===== src/rtl/pipelined_segmented_adder.sv =====
// pipelined_segmented_adder
//   Adds or subtracts a narrower unsigned operand B from A. B is zero-extended
//   to WIDTH_A. The carry chain is cut into SEG_W-bit segments, and each
//   segment gets its own pipeline stage. Every stage has its own valid bit, so
//   a stall only blocks a stage when every stage downstream of it is full.
//
// Ports
//   clk        rising-edge clock
//   rst_n      asynchronous active-low reset
//   in_valid   A, B and op_sub are valid
//   in_ready   stage 0 can accept this cycle
//   A          operand A, unsigned, WIDTH_A bits
//   B          operand B, unsigned, WIDTH_B bits, zero-extended
//   op_sub     0: Sum = A + B   1: Sum = A + ~Bext + 1
//   out_valid  Sum is valid
//   out_ready  downstream accepts Sum
//   Sum        {carry_out, result}, WIDTH_A+1 bits
//
// Handshake: a transfer happens on a rising edge where valid and ready are
// both 1. A producer holds its payload stable while valid is 1 and ready is 0.
// Ready never depends combinationally on valid from the same side. in_ready
// is built combinationally from out_ready back through the stage valid bits.
module pipelined_segmented_adder #(
  parameter int WIDTH_A = 44,
  parameter int WIDTH_B = 43,
  parameter int SEG_W   = 11
) (
  input  logic               clk,
  input  logic               rst_n,
  input  logic               in_valid,
  output logic               in_ready,
  input  logic [WIDTH_A-1:0] A,
  input  logic [WIDTH_B-1:0] B,
  input  logic               op_sub,
  output logic               out_valid,
  input  logic               out_ready,
  output logic [WIDTH_A:0]   Sum
);

  localparam int NSEG = (WIDTH_A + SEG_W - 1) / SEG_W;
  // Operand de-skew registers exist only between stages. Keep at least one
  // entry so that the array stays legal when NSEG is 1.
  localparam int NOP = (NSEG > 1) ? NSEG - 1 : 1;
  localparam logic [WIDTH_A-1:0] ONES = '1;

  if (WIDTH_B > WIDTH_A || WIDTH_B < 1) begin : g_bad_width_b
    $error("pipelined_segmented_adder: WIDTH_B must be in 1..WIDTH_A");
  end
  if (SEG_W < 1 || SEG_W > WIDTH_A) begin : g_bad_seg_w
    $error("pipelined_segmented_adder: SEG_W must be in 1..WIDTH_A");
  end

  // Per-stage state: valid, carry out of the segment, and the result so far.
  logic [NSEG-1:0]    r_v;
  logic [NSEG-1:0]    r_c;
  logic [WIDTH_A-1:0] r_res [NSEG];
  // Operands still waiting for later stages (de-skew).
  logic [WIDTH_A-1:0] r_a   [NOP];
  logic [WIDTH_A-1:0] r_y   [NOP];

  // Inputs that each stage sees: the ports for stage 0, else the previous stage.
  logic [NSEG-1:0]    w_vsrc;
  logic [NSEG-1:0]    w_csrc;
  logic [WIDTH_A-1:0] w_asrc [NSEG];
  logic [WIDTH_A-1:0] w_ysrc [NSEG];
  logic [WIDTH_A-1:0] w_rsrc [NSEG];
  logic [WIDTH_A-1:0] w_rnext [NSEG];
  logic [NSEG-1:0]    w_cnext;
  logic [NSEG-1:0]    w_load;
  logic [WIDTH_A-1:0] w_bext;

  assign w_bext = WIDTH_A'(B);

  always_comb begin : p_src
    w_vsrc = '0;
    w_csrc = '0;
    for (int k = 0; k < NSEG; k++) begin
      w_asrc[k] = '0;
      w_ysrc[k] = '0;
      w_rsrc[k] = '0;
    end
    // Subtraction is A + ~Bext with a carry-in of 1 at segment 0.
    w_vsrc[0] = in_valid;
    w_csrc[0] = op_sub;
    w_asrc[0] = A;
    w_ysrc[0] = op_sub ? ~w_bext : w_bext;
    for (int k = 1; k < NSEG; k++) begin
      w_vsrc[k] = r_v[k-1];
      w_csrc[k] = r_c[k-1];
      w_asrc[k] = r_a[k-1];
      w_ysrc[k] = r_y[k-1];
      w_rsrc[k] = r_res[k-1];
    end
  end

  // One segment adder per stage. The top segment is narrower when WIDTH_A
  // is not a multiple of SEG_W.
  for (genvar k = 0; k < NSEG; k++) begin : g_seg
    localparam int LO = k * SEG_W;
    localparam int SW = (k == NSEG - 1) ? WIDTH_A - LO : SEG_W;
    // Result bits below this segment come from earlier stages (skew path).
    localparam logic [WIDTH_A-1:0] LMASK = ONES >> (WIDTH_A - LO);

    logic [SW-1:0] w_as;
    logic [SW-1:0] w_ys;
    logic [SW:0]   w_s;

    assign w_as       = SW'(w_asrc[k] >> LO);
    assign w_ys       = SW'(w_ysrc[k] >> LO);
    assign w_s        = {1'b0, w_as} + {1'b0, w_ys} + {{SW{1'b0}}, w_csrc[k]};
    assign w_rnext[k] = (w_rsrc[k] & LMASK) | (WIDTH_A'(w_s[SW-1:0]) << LO);
    assign w_cnext[k] = w_s[SW];
  end

  // A stage may load when it is empty or its contents move on this edge.
  // Walk from the output back toward the input.
  always_comb begin : p_load
    logic ld;
    w_load = '0;
    ld     = out_ready;
    for (int k = NSEG - 1; k >= 0; k--) begin
      ld        = !r_v[k] | ld;
      w_load[k] = ld;
    end
  end

  always_ff @(posedge clk or negedge rst_n) begin
    if (!rst_n) begin
      r_v <= '0;
      r_c <= '0;
      for (int k = 0; k < NSEG; k++) r_res[k] <= '0;
      for (int k = 0; k < NOP; k++) begin
        r_a[k] <= '0;
        r_y[k] <= '0;
      end
    end else begin
      for (int k = 0; k < NSEG; k++) begin
        if (w_load[k]) begin
          r_v[k] <= w_vsrc[k];
          // Data moves only with a valid token. A bubble keeps the old
          // payload, so Sum stays put after an output drains.
          if (w_vsrc[k]) begin
            r_res[k] <= w_rnext[k];
            r_c[k]   <= w_cnext[k];
          end
        end
      end
      for (int k = 0; k < NSEG - 1; k++) begin
        if (w_load[k] && w_vsrc[k]) begin
          r_a[k] <= w_asrc[k];
          r_y[k] <= w_ysrc[k];
        end
      end
    end
  end

  assign in_ready  = w_load[0];
  assign out_valid = r_v[NSEG-1];
  assign Sum       = {r_c[NSEG-1], r_res[NSEG-1]};

endmodule

===== config.mk =====
export PLATFORM = sky130hd
export DESIGN_NAME = pipelined_segmented_adder
export DESIGN_NICKNAME = d
export VERILOG_FILES = /design/src/rtl/pipelined_segmented_adder.sv
export SDC_FILE = /design/constraint.sdc
export NUM_CORES = 1
export LEC_CHECK = 0
export CORE_ASPECT_RATIO = 1.75
export CORE_MARGIN = 2
export CORE_UTILIZATION = 55
export DETAILED_ROUTE_END_ITERATION = 7
export PLACE_DENSITY_LB_ADDON = 0.3
export RECOVER_POWER = 25
export SETUP_SLACK_MARGIN = 0.5
export SLEW_MARGIN = 10
export SYNTH_ARGS = -nofsm -noshare
export SYNTH_HDL_FRONTEND = slang
export SYNTH_SLANG_ARGS = --single-unit

===== constraint.sdc =====
create_clock -name clk -period 2.7 [get_ports clk]
set_input_delay 0.27 -clock clk [delete_from_list [all_inputs] [get_ports clk]]
set_output_delay 0.27 -clock clk [all_outputs]
set_load 0.01 [all_outputs]

==> flow_metrics.tcl <==
set metrics [dict create \
    slew_headroom 0.09266 \
    core_sq_mm 0.02141 \
    synthDominantCellAreaShare 0.5230 \
    wl_per_cell_um 16.23 \
    clock_skew_ns 0.01113 \
    netlist_area_sq_mm 0.01196 \
    wl_um 25250 \
    power_density_mw_per_mm2 954.7 \
    synth_cell_types 58 \
    async_flop_share 1.000 \
    antenna_found_initial 0 \
    avgSynthCellArea_sq_um 10.42 \
    numClockSinks 250 \
    hold_viol 0 \
    viasPerCell 5.371 \
    boundaryPins 139 \
    synth_xor_area_frac 0.04320 \
    vias 8357 \
    timing.rr.start "r_c[2]$_DFFE_PN0P_" \
    worst-path-max-fanout 4 \
    design_area_sq_mm 0.01434 \
    drv_cap 0 \
    synth_top_cells_by_area "dfrtp_1 52%, nand2_1 9.9%, mux2_2 8.5%" \
    p_leak_nw 6.513 \
    yosysTopAreaCell "dfrtp_1" \
    crit_required_ns 3.14 \
    row_count 71 \
    synth_edf_count 0 \
    critPathCaptureType "register" \
    worstSkewPairLatency_ns 0.51 \
    grt_max_degree 96 \
    clock_path_buffers 3 \
    track_usage 0.2268 \
    outcome "completed" \
    yosysSeqAreaShare 0.5230 \
    firstDrtPassIters 5 \
    synth_top_family_by_area "simple AND/OR/NAND/NOR gates" \
    max_freq_ghz 0.4634 \
    floorplan.initialDensity 0.5588 \
    yosysWarningCount 0 \
    final_antenna_net_count 0 \
    hp-class "in2reg" \
    setup_viol 0 \
    power.total_w 0.01369 \
    cp.arrival_ns 2.60 \
    synth.top_cells.by_count "314 x nand2_1, 250 x dfrtp_1, 90 x mux2_2" \
    synth-compound-area-share 0.09225 \
    fin_ws_ns 0.5419 \
    grt_overflow 0 \
    yosys.area_share.simple 0.1479 \
    vdd_drop_max_mv 0.6103 \
    drc 0 \
    place_area_sq_mm 0.01340 \
    area_growth_pct 19.90 \
    clkTransAtPathRegs_ns 0.06 \
    yosysMostFrequentCell "nand2_1" \
    die_area_sq_mm 0.02299 \
    dp_slack_ns 0.1842 \
    gp_congestion 0.8621 \
    fin_tns_setup_ns 0 \
    tightest_slew_ns 1.361 \
    final_max_slew_viol_count 0 \
    io_buffers 138 \
    critPathLaunchType "register" \
    htreeDepth 1 \
    final_layout_size_suffix_gt1_frac 0.1527 \
    nets 1387 \
    layout_min_cycle_time_ns 2.158 \
    first_global_vias 8454 \
    antenna_cells_inserted 0 \
    cts_buffers 24 \
    hold_start "A[27]" \
    yosys_most_used_dff "dfrtp_1" \
    die_h_um 199.1 \
    drtIter0Drc 406 \
    path_class "reg2reg" \
    root_buffer "clkbuf_16" \
    grt_pass1_wl_um 41530 \
    synthMuxAreaShare 0.08639 \
    finalCoreUtilization 0.6700 \
    rsz0062_at_grt "yes" \
    synth_fa_ha_area_frac 0.05355 \
    worstSetupStartpoint "r_c[2]$_DFFE_PN0P_" \
    synth_cells 1148 \
    die_w_um 115.5 \
    synth_nets 1287 \
    min_period_over_period 0.7993 \
    place_hpwl_um 17460 \
    cts_tree "yes" \
    ys_ff_latch 250 \
]
## power by group
part / switching, W / internal [W]
clock network: 0.00138 / 0.00187
registers: 0.000733 / 0.00498
logic: 0.00238 / 0.00235
## metrics by stage
stage / hold slack, ns / instances
finish: 0.3610 / 1556
global route: 0.3617 / 1556
CTS: 0.3493 / 1544
detailed placement: 0.3442 / 1499
global placement: 0.3429 / 1499
floorplan: -0.02559 / 1148
## sequential cells by signal (all words and copies together), names as in the netlist
signal      flops
r_res          66
r_v             4
g_seg.w_ys     33
r_y            33
Sum            44
r_c             4
g_seg.w_as     33
r_a            33
## critical path, cell delays in order, from the launching register on
cell      delay, ns
dfrtp_1        0.41
fa_2           0.43
inv_2          0.08
fa_2           0.21
nor2b_2        0.05
o31a_1         0.30
o211ai_1       0.29
buf_4          0.17
nand3_1        0.07
nand3_1        0.09
## cells by family (layout without fill, tap and decap cells)
| logic type | count (synthesis) | after routing |
|---|---|---|
| flip-flops | 250 | 250 |
| buffers and inverters | 120 | 236 |
| AO/OA/AOI/OAI | 169 | 169 |
| adder cells (fa/ha/maj) | 47 | 47 |
| AND/OR/NAND/NOR | 411 | 411 |
| multiplexers | 92 | 92 |
| XOR/XNOR | 59 | 59 |
## cell type report
class | count | area (sq um)
fill | 1644 | 7066
sequential | 250 | 6256
multi-input combinational | 778 | 5160
timing repair buffer | 171 | 1714
clock buffer | 33 | 685.7
tap | 292 | 365.4
inverter | 23 | 86.33
clock inverter | 9 | 76.32
## path summary, 6_finish.rpt
path                                                      to  slack (ns)  cells past startpoint
worst min-delay path                    r_a[115]$_DFFE_PN0P_        0.36                      2
min in group asynchronous                r_a[78]$_DFFE_PN0P_        0.61                      2
worst min register to register  g_seg[3].w_ys[6]$_DFFE_PN0P_        0.46                      2
worst max-delay path                     Sum[43]$_DFFE_PN0P_        0.54                      9
max in group asynchronous                r_a[86]$_DFFE_PN0P_        1.05                      3
worst max register to register           Sum[43]$_DFFE_PN0P_        0.54                      9
## placed cells by master, fill, tap and decap left out, drive strengths merged, types with 4 or more instances in the layout
master	count
o21a	9
nor3b	11
inv	23
nor2	17
o221ai	4
clkdlybuf4s50	135
nor3	7
xnor2	37
nand2	314
a21o	11
nor2b	6
nand2b	7
dfrtp	250
nand4	5
a31oi	4
nand3b	4
nor4b	6
buf	31
o31a	4
or4	4
o21bai	4
nand3	12
a211oi	11
clkbuf	36
fa	7
ha	40
o31ai	10
mux2	90
o21ai	68
and2	5
xor2	22
a21oi	20
clkinv	7
## timing repair
action	4_1_cts	5_1_grt
endpoints found under the hold margin	90	0
pin swaps	7	16
hold buffers	1	0
setup buffers	2	12
endpoints found under the setup margin	5	14
resized for setup	9	13
## layer usage
metal | share of wire | global-route usage | vias to the layer above
li1 | - | - | 4041
met4 | 0.026 | 0.07095 | 0
met2 | 0.54 | 0.4156 | 180
met3 | 0.037 | 0.02730 | 49
met5 | 0 | 0 | -
met1 | 0.40 | 0.2747 | 4087
Note: power is estimated with default switching activity, not from simulation.
